==> src/rtl/div_pkg.sv <==
// Shared types and helpers for the sequential restoring divider.
package div_pkg;

   typedef enum logic [1:0] {
      IDLE = 2'd0,
      RUN  = 2'd1,
      DONE = 2'd2
   } state_t;

   // Iteration counter must be able to hold the value WIDTH.
   function automatic int cnt_width(input int width);
      return $clog2(width + 1);
   endfunction

endpackage

==> src/rtl/seq_restoring_divider_nand_sub_cell.sv <==
// One-bit full subtractor (diff = a - b - borrow_in) built only from 2-input NANDs.
module nand_sub_cell (
   input  logic a,
   input  logic b,
   input  logic borrow_in,
   output logic diff,
   output logic borrow_out
);

   logic t1, t2, t3, b_xor_bin;
   logic u1, u2, u3;
   logic not_a, v1;

   // b ^ borrow_in
   assign t1        = ~(b & borrow_in);
   assign t2        = ~(b & t1);
   assign t3        = ~(borrow_in & t1);
   assign b_xor_bin = ~(t2 & t3);

   // a ^ (b ^ borrow_in)
   assign u1   = ~(a & b_xor_bin);
   assign u2   = ~(a & u1);
   assign u3   = ~(b_xor_bin & u1);
   assign diff = ~(u2 & u3);

   // borrow_out = (~a & (b ^ borrow_in)) | (b & borrow_in)
   assign not_a      = ~(a & a);
   assign v1         = ~(not_a & b_xor_bin);
   assign borrow_out = ~(v1 & t1);

endmodule

==> src/rtl/seq_restoring_divider.sv <==
// Iterative unsigned restoring divider, one quotient bit per clock.
// Optional macro DIV_ZERO_FAST_EN: a zero divisor completes directly from IDLE.
module seq_restoring_divider
   import div_pkg::*;
#(
   parameter int WIDTH = 8
) (
   input  logic             clk,
   input  logic             rst_n,
   input  logic             start,
   input  logic [WIDTH-1:0] dividend,
   input  logic [WIDTH-1:0] divisor,
   output logic             busy,
   output logic             done,
   output logic [WIDTH-1:0] quotient,
   output logic [WIDTH-1:0] remainder,
   output logic             div_by_zero
);

   localparam int CW = cnt_width(WIDTH);

   state_t           state_reg;
   logic [CW-1:0]    cnt_reg;
   logic [WIDTH-1:0] rem_reg;
   logic [WIDTH-1:0] q_reg;
   logic [WIDTH-1:0] divisor_reg;
   logic             busy_reg;
   logic             done_reg;
   logic [WIDTH-1:0] quotient_reg;
   logic [WIDTH-1:0] remainder_reg;
   logic             div_by_zero_reg;

   logic [WIDTH:0]   rem_shift;
   logic [WIDTH:0]   divisor_ext;
   logic [WIDTH:0]   trial;
   logic [WIDTH+1:0] borrow;
   logic             trial_neg;
   logic             trial_msb_unused;
   logic [WIDTH-1:0] rem_next;
   logic [WIDTH-1:0] q_next;

   assign rem_shift   = {rem_reg, q_reg[WIDTH-1]};
   assign divisor_ext = {1'b0, divisor_reg};
   assign borrow[0]   = 1'b0;

   generate
      for (genvar gi = 0; gi <= WIDTH; gi++) begin : g_sub
         nand_sub_cell u_cell (
            .a          (rem_shift[gi]),
            .b          (divisor_ext[gi]),
            .borrow_in  (borrow[gi]),
            .diff       (trial[gi]),
            .borrow_out (borrow[gi+1])
         );
      end
   endgenerate

   // A borrow out of the top cell means the trial went negative: restore.
   assign trial_neg        = borrow[WIDTH+1];
   assign trial_msb_unused = trial[WIDTH];

   always_comb begin
      rem_next = trial_neg ? rem_shift[WIDTH-1:0] : trial[WIDTH-1:0];
      q_next   = {q_reg[WIDTH-2:0], ~trial_neg};
   end

   always_ff @(posedge clk or negedge rst_n) begin
      if (!rst_n) begin
         state_reg       <= IDLE;
         cnt_reg         <= '0;
         rem_reg         <= '0;
         q_reg           <= '0;
         divisor_reg     <= '0;
         busy_reg        <= 1'b0;
         done_reg        <= 1'b0;
         quotient_reg    <= '0;
         remainder_reg   <= '0;
         div_by_zero_reg <= 1'b0;
      end else begin
         done_reg <= 1'b0;
         case (state_reg)
            IDLE: begin
               if (start) begin
                  divisor_reg <= divisor;
                  rem_reg     <= '0;
                  q_reg       <= dividend;
                  cnt_reg     <= CW'(WIDTH);
                  busy_reg    <= 1'b1;
`ifdef DIV_ZERO_FAST_EN
                  if (divisor == '0) begin
                     state_reg       <= DONE;
                     done_reg        <= 1'b1;
                     quotient_reg    <= '1;
                     remainder_reg   <= dividend;
                     div_by_zero_reg <= 1'b1;
                  end else begin
                     state_reg <= RUN;
                  end
`else
                  state_reg <= RUN;
`endif
               end
            end
            RUN: begin
               rem_reg <= rem_next;
               q_reg   <= q_next;
               cnt_reg <= cnt_reg - CW'(1);
               // Results are registered on the last iteration so they are valid with done.
               if (cnt_reg == CW'(1)) begin
                  state_reg       <= DONE;
                  done_reg        <= 1'b1;
                  quotient_reg    <= q_next;
                  remainder_reg   <= rem_next;
                  div_by_zero_reg <= (divisor_reg == '0);
               end
            end
            DONE: begin
               busy_reg  <= 1'b0;
               cnt_reg   <= '0;
               state_reg <= IDLE;
            end
            default: state_reg <= IDLE;
         endcase
      end
   end

   assign busy        = busy_reg;
   assign done        = done_reg;
   assign quotient    = quotient_reg;
   assign remainder   = remainder_reg;
   assign div_by_zero = div_by_zero_reg;

endmodule

==> config.mk <==
export PLATFORM = sky130hd
export DESIGN_NAME = seq_restoring_divider
export DESIGN_NICKNAME = d
export VERILOG_FILES = /design/src/rtl/div_pkg.sv /design/src/rtl/seq_restoring_divider_nand_sub_cell.sv /design/src/rtl/seq_restoring_divider.sv
export SDC_FILE = /design/constraint.sdc
export NUM_CORES = 1
export LEC_CHECK = 0
export CAP_MARGIN = 15
export CORE_MARGIN = 10
export CORE_UTILIZATION = 45
export CTS_CLUSTER_DIAMETER = 100
export DETAILED_ROUTE_END_ITERATION = 8
export PLACE_DENSITY = 0.72
export REMOVE_ABC_BUFFERS = 1
export SETUP_SLACK_MARGIN = 0.4
export SLEW_MARGIN = 30
export SYNTH_ARGS = -nofsm -noshare
export SYNTH_HDL_FRONTEND = slang
export SYNTH_SLANG_ARGS = --single-unit
==> constraint.sdc <==
create_clock -name clk -period 4.2 [get_ports clk]
set_input_delay 0.63 -clock clk [delete_from_list [all_inputs] [get_ports clk]]
set_output_delay 0.63 -clock clk [all_outputs]
set_load 0.01 [all_outputs]
==> results of run 1 <==
metal layers:
layer | up-vias | track usage (%) | part of all wire (%)
li1 | 786 | - | -
met3 | 2 | 4.278 | 6.5
met1 | 786 | 15.39 | 45
met5 | - | 0 | 0
met4 | 0 | 3.342 | 0.57
met2 | 38 | 17.76 | 48
kinds of logic after synthesis:
kind of cell / share of synthesized area (%)
flops: 51.99
mux: 15.44
compound gates: 9.656
fa+ha+maj: 9.124
buf+inv: 5.146
simple gates: 8.648
final cells by class:
type,instances,share of cell area (%)
Clock inverter,1,0.9772
Sequential cell,49,39.90
Clock buffer,7,2.809
Inverter,18,2.199
Multi-Input combinational cell,130,37.09
Tap cell,70,2.850
Timing Repair Buffer,45,14.17
power by group through the flow:
stage / clock (µW) / sequential, µW / combinational [µW]
after global routing: 375 / 865 / 1490
after CTS: 354 / 825 / 1170
after floorplan: 0 / 840 / 671
after detailed placement: 0 / 831 / 1110
after global placement: 0 / 825 / 1080
final: 345 / 831 / 1350
through the flow:
stage                     setup slack [ns]  cell area, µm²
after detailed placement           0.04792            2818
after global placement              0.1940            2806
after floorplan                   -0.07232            2305
after CTS                           0.3952            2980
final                               0.3545            3073
after global routing                0.2454            3073
path summary, 6_finish.rpt:
kind / to / start / slack [ns]
setup / recovery: remainder[1]$_DFFE_PN0P_ / q_reg[7]$_DFFE_PN0P_ / 0.35
hold / removal: divisor_reg[3]$_DFFE_PN0P_ / rst_n / 0.35
setup reg to reg: remainder[1]$_DFFE_PN0P_ / q_reg[7]$_DFFE_PN0P_ / 0.35
hold reg to reg: rem_reg[0]$_DFFE_PN0P_ / rem_reg[0]$_DFFE_PN0P_ / 0.49
max in group asynchronous: q_reg[0]$_DFFE_PN0P_ / rst_n / 3.45
min in group clk: rem_reg[0]$_DFFE_PN0P_ / rem_reg[0]$_DFFE_PN0P_ / 0.49
cells in the final DEF, fill, tap and decap left out, types with 2 or more instances in the layout:
cell type,netlist,layout
a21oi_1,12,10
dfrtp_1,49,49
a21oi_2,0,2
fa_2,0,7
o21ai_0,16,12
ha_1,6,5
nor2_1,10,9
buf_6,1,2
inv_1,18,16
buf_4,1,7
o21ai_1,3,4
o21ai_2,0,3
nand2b_1,3,3
mux2i_4,1,5
mux2_2,17,16
inv_2,0,2
nor4_1,3,3
clkbuf_8,0,6
clkdlybuf4s50_1,0,36
mux2i_1,15,10
nand2_1,21,21
worst max-delay path: cells and delay by family, from the launching register on:
family,cells,cell delay (ns)
multiplexers,1,0.35
AND/OR/NAND/NOR,1,0.16
adder cells (fa/ha/maj),8,2.43
flip-flops,1,0.41
buffers and inverters,3,0.28
AO/OA/AOI/OAI,1,0.14
what timing repair did:
item | 4_1_cts | 5_1_grt
gates cloned | 1 | 0
gates resized for setup | 10 | 24
setup endpoints to repair | 16 | 15
buffers inserted | 2 | 1
pin swaps | 2 | 6
==> flow_metrics.env, run 1 <==
export IMPL_status="finished clean"
export IMPL_finalSetupViolations=0
export IMPL_power_density_nw_per_um2=821.5
export IMPL_seq_area_um2=1226
export IMPL_whs_ns=0.3479
export IMPL_grt_start_max_net_pins=50
export IMPL_synth_main_ff_cell="dfrtp_1"
export IMPL_tns_ns=0
export IMPL_first_pass_iters=4
export IMPL_yosysTopAreaCellShare_pct=51.99
export IMPL_die_area_um2=8537
export IMPL_required_ns=4.43
export IMPL_grt_pass1_wl_um=8224
export IMPL_synth_most_common_cell="dfrtp_1"
export IMPL_drive_gt1_share_pct=22.40
export IMPL_clk_latency_ns=0.30
export IMPL_synth_edf_count=0
export IMPL_netlist_area_um2=2359
export IMPL_min_path_type="in2async"
export IMPL_rsz0062_at_grt="true"
export IMPL_final_core_util_pct=60.17
export IMPL_fp_coreArea_um2=5107
export IMPL_grt_use_total_pct=11.73
export IMPL_fmax_mhz=260.0
export IMPL_synth_seq_cells=49
export IMPL_cts_sinks=49
export IMPL_syn_to_final_growth_pct=30.29
export IMPL_globalplace_congestion=0.7978
export IMPL_clockBufferDepth=2
export IMPL_p_int_uw=1582
export IMPL_async_flop_share_pct=100.0
export IMPL_route_detailed_drc=0
export IMPL_root_buffer="clkbuf_8"
export IMPL_avgSynthCellArea_um2=11.45
export IMPL_final_max_slew_viol_count=0
export IMPL_critPathMostFrequentCell="fa_2"
export IMPL_io_pins=38
export IMPL_row_count=26
export IMPL_multi_input_area_um2=1140
export IMPL_cts_hold_buf=0
export IMPL_antenna_found_initial=0
export IMPL_cp_slowest_stage_delay_ns=0.41
export IMPL_dp_cells=308
export IMPL_synthTopCellsByCount="dfrtp_1, nand2_1, inv_1"
export IMPL_cap_violations=0
export IMPL_layout_min_cycle_time_ns=3.846
export IMPL_yosysSeqAreaShare_pct=51.99
export IMPL_die_w_um=92.40
export IMPL_fillers=429
export IMPL_dp_hpwl_um=3330
export IMPL_yosys_area_top_type="dfrtp_1"
export IMPL_post_route_period_util_pct=91.56
export IMPL_die_h_um=92.40
export IMPL_path_max_fanout=5
export IMPL_nNetsFinal=281
export IMPL_synth_top_cells_by_area="dfrtp_1, mux2_2, mux2i_1, fa_1, o21ai_0"
export IMPL_numPortBuffers=37
export IMPL_final_cells=320
export IMPL_clock_skew_ns=0.006585
export IMPL_drt_wirelength_per_cell_um=15.29
export IMPL_grt_pass1_vias=1697
export IMPL_overflow=0
export IMPL_critical_path_class="reg2reg"
export IMPL_power_frac_clock_pct=13.7
export IMPL_via_per_inst=5.038
export IMPL_syn_inst=206
export IMPL_pwr_share_comb_pct=53.4
export IMPL_switching_share_pct=37.35
export IMPL_end_kind="register"
export IMPL_startpoint_type="register"
export IMPL_initial_core_util_pct=46.18
export IMPL_cts_tree="done"
export IMPL_seq_power_share_pct=32.9
export IMPL_final_hold_violation_count=0
export IMPL_power_uw=2524
export IMPL_worstPathCellList="inv_2, ha_4, fa_2, inv_2, fa_2, fa_2, fa_2, fa_2, fa_2, fa_2, nor2_4, buf_6, mux2_2, a21oi_1"
export IMPL_drt_iter0_markers=35
export IMPL_htree_levels=2
export IMPL_tightest_slew_ns=0.7807
export IMPL_clk_pin_slew_ns=0.08
export IMPL_rr_worst_depth=14
export IMPL_slew_headroom_pct=47.88
export IMPL_ys_types=33
export IMPL_num_vias=1612
export IMPL_finalWirelength_um=4894
export IMPL_ys_warn_count=0
export IMPL_num_antenna_cells=0
export IMPL_power_switching_uw=942.8
export IMPL_cp_slowest_cell="dfrtp_1"
export IMPL_p_leak_uw=0.001316
export IMPL_cts_buffers=5
export IMPL_ir_worst_vdd_v=0.0003780
export IMPL_ant_nets=0
export IMPL_crit_arrival_ns=4.07
(Power assumes the default switching activity.)
==> run 2: changes to the inputs <==
--- a/config.mk
+++ b/config.mk
@@ -5,15 +5,15 @@
 export SDC_FILE = /design/constraint.sdc
 export NUM_CORES = 1
 export LEC_CHECK = 0
-export CAP_MARGIN = 15
 export CORE_MARGIN = 10
 export CORE_UTILIZATION = 45
 export CTS_CLUSTER_DIAMETER = 100
 export DETAILED_ROUTE_END_ITERATION = 8
-export PLACE_DENSITY = 0.72
+export PLACE_DENSITY = 0.71
 export REMOVE_ABC_BUFFERS = 1
 export SETUP_SLACK_MARGIN = 0.4
 export SLEW_MARGIN = 30
 export SYNTH_ARGS = -nofsm -noshare
 export SYNTH_HDL_FRONTEND = slang
+export SYNTH_HIERARCHICAL = 1
 export SYNTH_SLANG_ARGS = --single-unit
==> flow_metrics.env, run 2 <==
export IMPL_syn_inst=221
export IMPL_met3_usage_pct=3.997
export IMPL_critical_path_class="reg2reg"
export IMPL_post_dp_cell_area_um2=2913
export IMPL_mostFrequentLayoutCells="dfrtp_1, clkdlybuf4s50_1, nand2_1, inv_2, inv_1"
export IMPL_ys_types=29
export IMPL_cts_tree="done"
export IMPL_overflow=0
export IMPL_final_hold_violation_count=0
export IMPL_place_ws_ns=-1.251
export IMPL_cts_buffers=5
export IMPL_power_frac_clock_pct=14.9
export IMPL_numPortBuffers=37
export IMPL_route_detailed_drc=0
export IMPL_clk_latency_ns=0.30
export IMPL_path_max_fanout=5
export IMPL_globalplace_congestion=0.7524
export IMPL_final_max_slew_viol_count=0
export IMPL_final_common_cell="dfrtp_1"
export IMPL_post_route_period_util_pct=121.5
export IMPL_reg2reg_slack_ns=-0.90
export IMPL_power_density_nw_per_um2=819.9
export IMPL_yosys_area_top_type="dfrtp_1"
export IMPL_ys_warn_count=6
export IMPL_end_kind="register"
export IMPL_initial_core_util_pct=46.98
export IMPL_clock_skew_ns=0.003810
export IMPL_critPathMostFrequentCell="inv_2"
export IMPL_finalWirelength_um=5215
export IMPL_synth_edf_count=0
export IMPL_io_pins=38
export IMPL_syn_to_final_growth_pct=34.09
export IMPL_grt_start_max_net_pins=50
export IMPL_busiest_layer="met2"
export IMPL_regToRegStartpoint="divisor_reg[0]$_DFFE_PN0P_"
export IMPL_switching_share_pct=38.02
export IMPL_fillers=412
export IMPL_fin_ws_ns=-0.9014
export IMPL_min_path_type="in2async"
export IMPL_dp_hpwl_um=3422
export IMPL_fp_coreArea_um2=5172
export IMPL_synth_top_cells_by_area="dfrtp_1, fa_1, mux2_2, mux2i_1, inv_1"
export IMPL_cap_violations=0
export IMPL_p_int_uw=1656
export IMPL_clk_pin_slew_ns=0.09
export IMPL_root_buffer="clkbuf_8"
export IMPL_num_vias=1659
export IMPL_synth_main_ff_cell="dfrtp_1"
export IMPL_die_h_um=93.48
export IMPL_yosysTopAreaCellShare_pct=50.46
export IMPL_cp_slowest_stage_delay_ns=0.38
export IMPL_cts_hold_buf=0
export IMPL_grt_pass1_wl_um=8763
export IMPL_p_leak_uw=0.001434
export IMPL_via_per_inst=4.908
export IMPL_ir_worst_vdd_v=0.0003408
export IMPL_ant_nets=0
export IMPL_met2_usage_pct=20.30
export IMPL_synth_seq_cells=49
export IMPL_required_ns=4.38
export IMPL_synthTopCellsByCount="dfrtp_1, inv_1, nand2_1, o21ai_0, mux2i_1"
export IMPL_crit_start="divisor_reg[0]$_DFFE_PN0P_"
export IMPL_antenna_found_initial=0
export IMPL_row_count=26
export IMPL_violations="setup timing"
export IMPL_tightest_slew_ns=0.7860
export IMPL_crit_arrival_ns=5.28
export IMPL_cp_slowest_cell="dfrtp_1"
export IMPL_power_switching_uw=1016
export IMPL_drt_wirelength_per_cell_um=15.43
export IMPL_yosysSeqAreaShare_pct=50.46
export IMPL_netlist_area_um2=2430
export IMPL_async_flop_share_pct=100.0
export IMPL_cts_sinks=49
export IMPL_grt_use_total_pct=12.52
export IMPL_layout_min_cycle_time_ns=5.101
export IMPL_seq_power_share_pct=30.8
export IMPL_avgSynthCellArea_um2=10.99
export IMPL_clockBufferDepth=2
export IMPL_htree_levels=2
export IMPL_finalSetupViolations=18
export IMPL_fmax_mhz=196.0
export IMPL_drt_iter0_markers=70
export IMPL_num_antenna_cells=0
export IMPL_status="finished, violations left"
export IMPL_grtUsageMet1_pct=15.74
export IMPL_die_area_um2=8739
export IMPL_slew_headroom_pct=47.60
export IMPL_rsz0062_at_grt="true"
export IMPL_synth_most_common_cell="dfrtp_1"
export IMPL_nNetsFinal=300
export IMPL_first_pass_iters=4
export IMPL_pwr_share_comb_pct=54.2
export IMPL_grt_pass1_vias=1750
export IMPL_die_w_um=93.48
export IMPL_finish_instance_area_um2=3258
export IMPL_drive_gt1_share_pct=30.97
export IMPL_startpoint_type="register"
==> run 2: cell count changes after synthesis, moves of 2 or more <==
cell	before	now
mux2i_1	15	17
fa_1	7	9
o21ai_0	16	20
inv_1	18	35
clkbuf_1	0	2
o21ai_1	3	0
buf_2	7	4
==> run 2: critical path: cells and delay by family (launching register included) <==
kind | cells | cell delay [ns]
muxes | 1 | 0.28
buffers and inverters | 19 | 1.05
AOI/OAI and AO/OA | 1 | 0.09
adders and majority gates | 9 | 3.17
DFF | 1 | 0.38
==> run 2: area by class of cell <==
class | instances | area [µm²] | share of cell area, %
well taps | 70 | 87.58 | 2.688
clock buffers | 5 | 68.82 | 2.112
multi-input cells | 129 | 1195 | 36.67
repair buffers | 46 | 465.4 | 14.29
clock inverters | 3 | 65.06 | 1.997
flip-flops and latches | 49 | 1226 | 37.63
inverters | 36 | 150.1 | 4.608
==> run 2: layer usage <==
| layer | share of wire, % | up-vias |
|---|---|---|
| li1 | - | 805 |
| met1 | 45 | 816 |
| met2 | 49 | 33 |
| met3 | 5.8 | 5 |
| met4 | 0.82 | 0 |
| met5 | 0 | - |
==> run 2: path summary, 6_finish.rpt <==
| path | endpoint | depth (start not counted) |
|---|---|---|
| min in group clk | quotient[7]$_DFFE_PN0P_ | 1 |
| setup reg to reg | rem_reg[5]$_DFFE_PN0P_ | 30 |
| hold reg to reg | quotient[7]$_DFFE_PN0P_ | 1 |
| max in group asynchronous | divisor_reg[1]$_DFFE_PN0P_ | 2 |
| setup / recovery | rem_reg[5]$_DFFE_PN0P_ | 30 |
| hold / removal | remainder[1]$_DFFE_PN0P_ | 2 |
==> run 2: metrics by stage <==
stage / TNS (ns) / instances / util (%) / hold WS, ns / total power (µW)
final: -15.41 / 338 / 62.99 / 0.4252 / 2671
after global routing: -19.50 / 338 / 62.99 / 0.4614 / 2877
after CTS: -16.25 / 338 / 61.49 / 0.4487 / 2567
after detailed placement: -21.51 / 329 / 56.31 / 0.4892 / 1903
after global placement: -19.47 / 329 / 56.24 / 0.4716 / 1863
after floorplan: -18.20 / 214 / - / 0.3344 / 1467
==> run 2: logic make-up (layout without fill, tap and decap cells) <==
group | after synthesis | after routing | synth area share (%)
adders and majority gates | 14 | 14 | 9.990
other | 1 | 2 | 0.1543
AOI/OAI and AO/OA | 36 | 36 | 7.982
DFF | 49 | 49 | 50.46
and+or+nand+nor | 42 | 42 | 7.982
muxes | 35 | 35 | 15.81
buffers and inverters | 44 | 90 | 7.621
==> run 2: timing repair <==
action	CTS	global route
resized for setup	49	20
endpoints found under the setup margin	18	18
buffers inserted	0	0
hold endpoints to repair	0	0
cloned	1	0
pin swaps	18	14
==> run 2: power groups by stage <==
| stage | Sequential [µW] | Combinational, µW | Clock, µW |
|---|---|---|---|
| after floorplan | 829 | 638 | 0 |
| after global routing | 852 | 1600 | 427 |
| after CTS | 822 | 1340 | 402 |
| final | 824 | 1450 | 399 |
| after detailed placement | 819 | 1080 | 0 |
| after global placement | 810 | 1050 | 0 |
